$ cat config.mk
export PLATFORM = sky130hd
export DESIGN_NAME = spi_fifo_transmitter
export DESIGN_NICKNAME = d
export VERILOG_FILES = /design/src/rtl/spi_fifo_transmitter.sv
export SDC_FILE = /design/constraint.sdc
export NUM_CORES = 1
export LEC_CHECK = 0
export BUFFER_PORTS_ARGS = -buffer_cell sky130_fd_sc_hd__buf_2
export CAP_MARGIN = 5
export CORE_MARGIN = 4
export CORE_UTILIZATION = 30
export DETAILED_ROUTE_END_ITERATION = 10
export HOLD_SLACK_MARGIN = 0.05
export PLACE_DENSITY = 0.55
export SYNTH_ARGS = -nofsm -noshare
export SYNTH_HDL_FRONTEND = slang
export SYNTH_SLANG_ARGS = --single-unit
$ cat constraint.sdc
create_clock -name clock -period 6.3 [get_ports clock]
set_input_delay 0.63 -clock clock [delete_from_list [all_inputs] [get_ports clock]]
set_output_delay 0.63 -clock clock [all_outputs]
set_load 0.02 [all_outputs]
$ cat src/rtl/spi_fifo_transmitter.sv
// Buffered SPI transmitter for a 24-bit DAC: a first-word-fall-through FIFO
// feeds a shift engine that sends one MSB-first frame per popped word.
module spi_fifo_transmitter #(
   parameter int DATA_WIDTH = 24,
   parameter int ADDR_WIDTH = 5,
   parameter int GAP_CYCLES = 2
) (
   input  logic                  clock,
   input  logic                  reset,
   input  logic                  write_data,
   input  logic [DATA_WIDTH-1:0] data_in,
   output logic                  full,
   output logic                  empty,
   input  logic                  start_transmit,
   output logic                  spi_busy,
   output logic                  sdo,
   output logic                  sclk,
   output logic                  sync_n
);

   localparam int DEPTH = 1 << ADDR_WIDTH;
   localparam int CNT_W = (DATA_WIDTH > 1) ? $clog2(DATA_WIDTH) : 1;
   localparam int GAP_W = $clog2(GAP_CYCLES + 1);

   typedef enum logic [1:0] {
      S_IDLE,
      S_SHIFT,
      S_GAP
   } state_t;

   logic [DATA_WIDTH-1:0] r_mem [DEPTH];
   logic [ADDR_WIDTH:0]   r_wr_ptr;
   logic [ADDR_WIDTH:0]   r_rd_ptr;
   logic                  w_push;
   logic                  w_pop;
   logic [DATA_WIDTH-1:0] w_head;

   state_t                r_state;
   state_t                w_state_nx;
   logic [DATA_WIDTH-1:0] r_shift;
   logic [DATA_WIDTH-1:0] w_shift_nx;
   logic [CNT_W-1:0]      r_bit_cnt;
   logic [CNT_W-1:0]      w_bit_cnt_nx;
   logic [GAP_W-1:0]      r_gap_cnt;
   logic [GAP_W-1:0]      w_gap_cnt_nx;
   logic                  r_sync_n;
   logic                  w_sync_n_nx;
   logic                  r_busy;
   logic                  w_busy_nx;
   logic                  r_sclk_en;

   assign empty  = (r_wr_ptr == r_rd_ptr);
   assign full   = (r_wr_ptr[ADDR_WIDTH-1:0] == r_rd_ptr[ADDR_WIDTH-1:0]) &&
                   (r_wr_ptr[ADDR_WIDTH] != r_rd_ptr[ADDR_WIDTH]);
   assign w_push = write_data & ~full;
   assign w_head = r_mem[r_rd_ptr[ADDR_WIDTH-1:0]];

   // Storage carries no reset; only the pointers define what is valid.
   always_ff @(posedge clock) begin
      if (w_push) begin
         r_mem[r_wr_ptr[ADDR_WIDTH-1:0]] <= data_in;
      end
   end

   always_ff @(posedge clock or negedge reset) begin
      if (!reset) begin
         r_wr_ptr <= '0;
         r_rd_ptr <= '0;
      end else begin
         if (w_push) begin
            r_wr_ptr <= r_wr_ptr + {{ADDR_WIDTH{1'b0}}, 1'b1};
         end
         if (w_pop && !empty) begin
            r_rd_ptr <= r_rd_ptr + {{ADDR_WIDTH{1'b0}}, 1'b1};
         end
      end
   end

   always_ff @(posedge clock or negedge reset) begin
      if (!reset) begin
         r_state   <= S_IDLE;
         r_shift   <= '0;
         r_bit_cnt <= '0;
         r_gap_cnt <= '0;
         r_sync_n  <= 1'b1;
         r_busy    <= 1'b0;
      end else begin
         r_state   <= w_state_nx;
         r_shift   <= w_shift_nx;
         r_bit_cnt <= w_bit_cnt_nx;
         r_gap_cnt <= w_gap_cnt_nx;
         r_sync_n  <= w_sync_n_nx;
         r_busy    <= w_busy_nx;
      end
   end

   always_comb begin
      w_state_nx   = r_state;
      w_shift_nx   = r_shift;
      w_bit_cnt_nx = r_bit_cnt;
      w_gap_cnt_nx = r_gap_cnt;
      w_sync_n_nx  = r_sync_n;
      w_busy_nx    = r_busy;
      w_pop        = 1'b0;
      case (r_state)
         S_IDLE: begin
            w_sync_n_nx = 1'b1;
            w_busy_nx   = 1'b0;
            if (start_transmit && !empty) begin
               w_pop        = 1'b1;
               w_shift_nx   = w_head;
               w_sync_n_nx  = 1'b0;
               w_busy_nx    = 1'b1;
               w_bit_cnt_nx = CNT_W'(DATA_WIDTH - 1);
               w_state_nx   = S_SHIFT;
            end
         end
         S_SHIFT: begin
            if (r_bit_cnt == '0) begin
               // Clearing the shifter forces sdo low for the whole gap.
               w_shift_nx   = '0;
               w_sync_n_nx  = 1'b1;
               w_gap_cnt_nx = GAP_W'(GAP_CYCLES);
               w_state_nx   = S_GAP;
            end else begin
               w_shift_nx   = {r_shift[DATA_WIDTH-2:0], 1'b0};
               w_bit_cnt_nx = r_bit_cnt - 1'b1;
            end
         end
         S_GAP: begin
            if (r_gap_cnt <= GAP_W'(1)) begin
               w_busy_nx  = 1'b0;
               w_state_nx = S_IDLE;
            end else begin
               w_gap_cnt_nx = r_gap_cnt - 1'b1;
            end
         end
         default: begin
            w_state_nx  = S_IDLE;
            w_sync_n_nx = 1'b1;
            w_busy_nx   = 1'b0;
         end
      endcase
   end

   // Enable changes only while clock is low, so the AND gate cannot glitch.
   always_ff @(negedge clock or negedge reset) begin
      if (!reset) begin
         r_sclk_en <= 1'b0;
      end else begin
         r_sclk_en <= ~r_sync_n;
      end
   end

   assign sclk     = clock & r_sclk_en;
   assign sdo      = r_shift[DATA_WIDTH-1];
   assign sync_n   = r_sync_n;
   assign spi_busy = r_busy;

endmodule

# After elaboration in Yosys (flattened, before gate mapping)
# Memory sizes are Yosys's and may differ from the RTL's.
# Cells that the tools add are included.
# Widths: inputs -> output; s select.
# word_totals
reg_bits	48
latchBits	0
ramBits	768
mem_bits_ro	0
in_bits	28
output_inout_bits	6
n_memories	1
# op_classes
addsub	4
multipliers	0
div_mod_pow	0
magnitude_cmp	1
eq_ne	10
shift	0
muxes	21
n_bitwise	6
n_reduce_logical	14
# memory_table
memory	words	word_bits	rd	rd_clocked_by_memory_dff	wr	line	text
r_mem	32	24	1	0	1	31	logic [DATA_WIDTH-1:0] r_mem [DEPTH];
# op_table
op	count
$mux 24	2
$pmux 24 s2	1
$add 6x1->6 const B	2
$mux 5	2
$ne 2x2->1 const B	5
$pmux 5 s2	1
$reduce_and 3->1	3
$mux 2	4
$mux 1	7
$eq 6x6->1	1
$pmux 1 s3	2
$pmux 2 s3	1
$reduce_and 2->1	3
$eq 5x5->1	1
$logic_not 5->1	1
$sub 5x1->5 const B	1
$not 1->1	4
$pmux 2 s2	1
$reduce_bool 2->1	2
$logic_and 1x1->1	3
$and 1x1->1	2
$eq 2x1->1 const B	1
$eq 2x2->1 const B	1
$le 2x1->1 const B	1
other kinds (4)	4

# Logic depth before layout (Yosys ltp)
# depth
word_depth	6
mapped_depth	8
mapped_depth_nobuf	7

==> summary.txt <==
Post-Syn Area -> 32200 um^2
# nets final -> 1819
initial drt markers -> 1219
FFs w/ async S/R, synth -> 0.05882
GRT overflow -> 0
clock skew -> 26.19 ps
PD cells -> 438.6 nW/um^2
multiplexer share of the synthesized area -> 0.1289
Die Ht -> 335.6 um
routed vias -> 16309
Setup TNS Final -> 0 ps
Setup WS post-layout -> 1156 ps
Peak VDD IR -> 337.9 uV
post-synthesis xor/xnor area fraction -> 0.004895
final core area utilization -> 0.3470
worst-skew pair later-pin latency -> 760 ps
worst path required time -> 5670 ps
Area growth syn-to-layout -> 14.06%
post-route design area -> 36730 um^2
sequential area share after synthesis -> 0.7534
Synth Area in Compound Gates -> 0.04961
Synth Area in Adders -> 0.002720
gp weighted congestion -> 0.7665
routed wire length -> 77740 um
Worst-Margin Slew -> 1346 ps
# IOs -> 34
FF-to-FF Start -> sync_n$_DFFE_PN1P_
placed insts -> 3082
Vias/cell -> 5.024
max_cap viols -> 0
net count after synthesis -> 1760
status -> finished, final reports clean
share of layout cells above drive strength 1 -> 0.2795
Synth Area in Simple Gates -> 0.03916
Leakage Power -> 11.48 nW
total iterations of the first detailed-routing run -> 5
Remaining DRCs -> 0
startpoint types -> register
antenna viol nets, final -> 0
Main synth FF type -> edfxtp_1
Critical Path Fanout Max -> 1
first-pass GRT wire length -> 113600 um
Worst-path clk slew -> 60 ps
R2R Path End -> r_sclk_en$_DFF_NN0_
combinational family with the most area after synthesis -> multiplexers
largest net degree at the start of global routing -> 113
Detail Placement HPWL -> 43110 um
crit path launch -> r_sclk_en$_DFF_NN0_
Setup WS pre-CTS -> 1915 ps
port buffer count -> 33
CTS tree -> done
Synth Instances -> 1725
Distinct cells, synth -> 56
core area -> 105900 um^2
Total GRT Usage -> 0.1365
placed cell area -> 33950 um^2
Overall Power -> 16.11 mW
Cell Count, Final, Fillers Out -> 3246
Initial Utilization -> 0.3042
Synthesis Warnings -> 0
Slew HR -> 0.1026
CP Class -> register to output port
WHS -> 327.0 ps
Setup Viol. Count Final -> 0
Post-synth EDFFs -> 768
die width -> 335.6 um
RSZ-0062 raised after global routing -> false
Hold WC Path Type -> input port to register
Rows -> 119
FF+latch count, synth -> 816
Syn Area/Cell -> 18.67 um^2
drt wl/cell -> 23.95 um
Setup crit end kind -> output port
register-to-register setup slack -> 2400 ps
Critical Path AT -> 4510 ps
initial antenna violation count -> 5
Worst Setup EP -> sclk
Fin. Hold Viols -> 0
die area -> 112700 um^2
number of global-route vias before repair -> 16700
R2R cell count -> 1
Slew Limit Fails -> 0
Setup Fix Bufs, Post-CTS -> 0
==> layer usage <==
metal	share of wire	track usage
met1	0.44	0.1830
met2	0.49	0.2281
met3	0.050	0.02349
met4	0.021	0.04055
met5	0.00035	0
==> area by class of cell <==
cell class                      instances  area [um^2]
Fill cell                            9803        69130
Sequential cell                       816        24270
Multi-Input combinational cell        796         7447
Clock buffer                          116         2328
Tap cell                             1391         1740
Timing Repair Buffer                   72        503.0
Clock inverter                         44        404.1
Inverter                                9        33.78
Antenna cell                            2        5.005
==> worst min-delay path by stage <==
stage / slack (ps) / cells after the start / start / endpoint
finish: 330 / 4 / write_data / r_wr_ptr[0]$_DFFE_PN0P_
global route: 360 / 4 / write_data / r_wr_ptr[0]$_DFFE_PN0P_
CTS: 290 / 4 / write_data / r_wr_ptr[0]$_DFFE_PN0P_
detailed placement: 490 / 1 / r_rd_ptr[5]$_DFFE_PN0P_ / r_rd_ptr[5]$_DFFE_PN0P_
global placement: 480 / 1 / r_wr_ptr[5]$_DFFE_PN0P_ / r_wr_ptr[5]$_DFFE_PN0P_
floorplan: 330 / 0 / reset / r_bit_cnt[0]$_DFFE_PN0P_
==> cells in the mapped netlist (all sizes together) (2+ instances only) <==
library cell,number,share of area
a2111oi,22,0.0061
a211oi,23,0.0054
a21oi,5,0.00089
a32oi,23,0.0063
and2,2,0.00039
and3,23,0.0045
buf,78,0.017
clkbuf,26,0.0030
dfrtp,46,0.036
edfxtp,768,0.72
ha,7,0.0027
inv,9,0.0010
mux2,221,0.077
mux2i,29,0.0090
mux4,61,0.043
nand2,20,0.0024
nand2b,5,0.00097
nand3,6,0.00093
nand3b,3,0.00070
nand4,5,0.00097
nand4bb,3,0.0010
nor2,43,0.0050
nor2b,47,0.0091
nor3,7,0.0012
nor4,44,0.0085
o21ai,51,0.0079
o22ai,109,0.021
or2,2,0.00039
or3b,2,0.00054
or4b,4,0.0015
xnor2,10,0.0027
xor2,8,0.0022
==> sequential cells by signal, summed over array words and instances, names as in the netlist <==
name and count:
r_bit_cnt 5, r_gap_cnt 2, r_mem 768, r_rd_ptr 6, r_sclk_en 1, r_shift 24
r_state 2, r_wr_ptr 6, spi_busy 1, sync_n 1
==> worst max-delay path, cell delays in order, from the launching register on <==
cell	delay, ps
dfrtn_1	370
and2_1	110
buf_2	160
==> cells in the final DEF, fill, tap and decap left out, types with 25 or more instances in the layout <==
cell       synthesis  routed
nor4_1            44      44
clkbuf_16          0      88
mux2i_1           29      29
buf_2             36      33
o22ai_1          109     109
edfxtp_1         768     768
buf_4             26      36
o21ai_0           27      27
mux4_2            61      61
nor2b_1           47      45
mux2_2           220     220
dfrtp_1           46      44
clkbuf_1          26      25
==> cell families after synthesis <==
group / count (synthesis)
AND/OR/NAND/NOR: 220
flip-flops: 816
XOR/XNOR: 18
AO/OA/AOI/OAI: 240
multiplexers: 311
adder cells (fa/ha/maj): 7
buffers and inverters: 113
==> what timing repair did <==
| item | 4_1_cts | 5_1_grt |
|---|---|---|
| endpoints found under the setup margin | 0 | 0 |
| endpoints found under the hold margin | 44 | 0 |
| hold buffers | 1 | 0 |
| gates resized for setup | 0 | 0 |
==> report_power, final <==
| part | internal, mW | leakage (nW) | switching (mW) | total, mW |
|---|---|---|---|---|
| Sequential | 6.43 | 7.48 | 0.284 | 6.71 |
| Combinational | 1.79 | 2.67 | 2.74 | 4.54 |
| Clock | 2.81 | 1.32 | 2.05 | 4.87 |
Power figures use the tool's default switching activity.
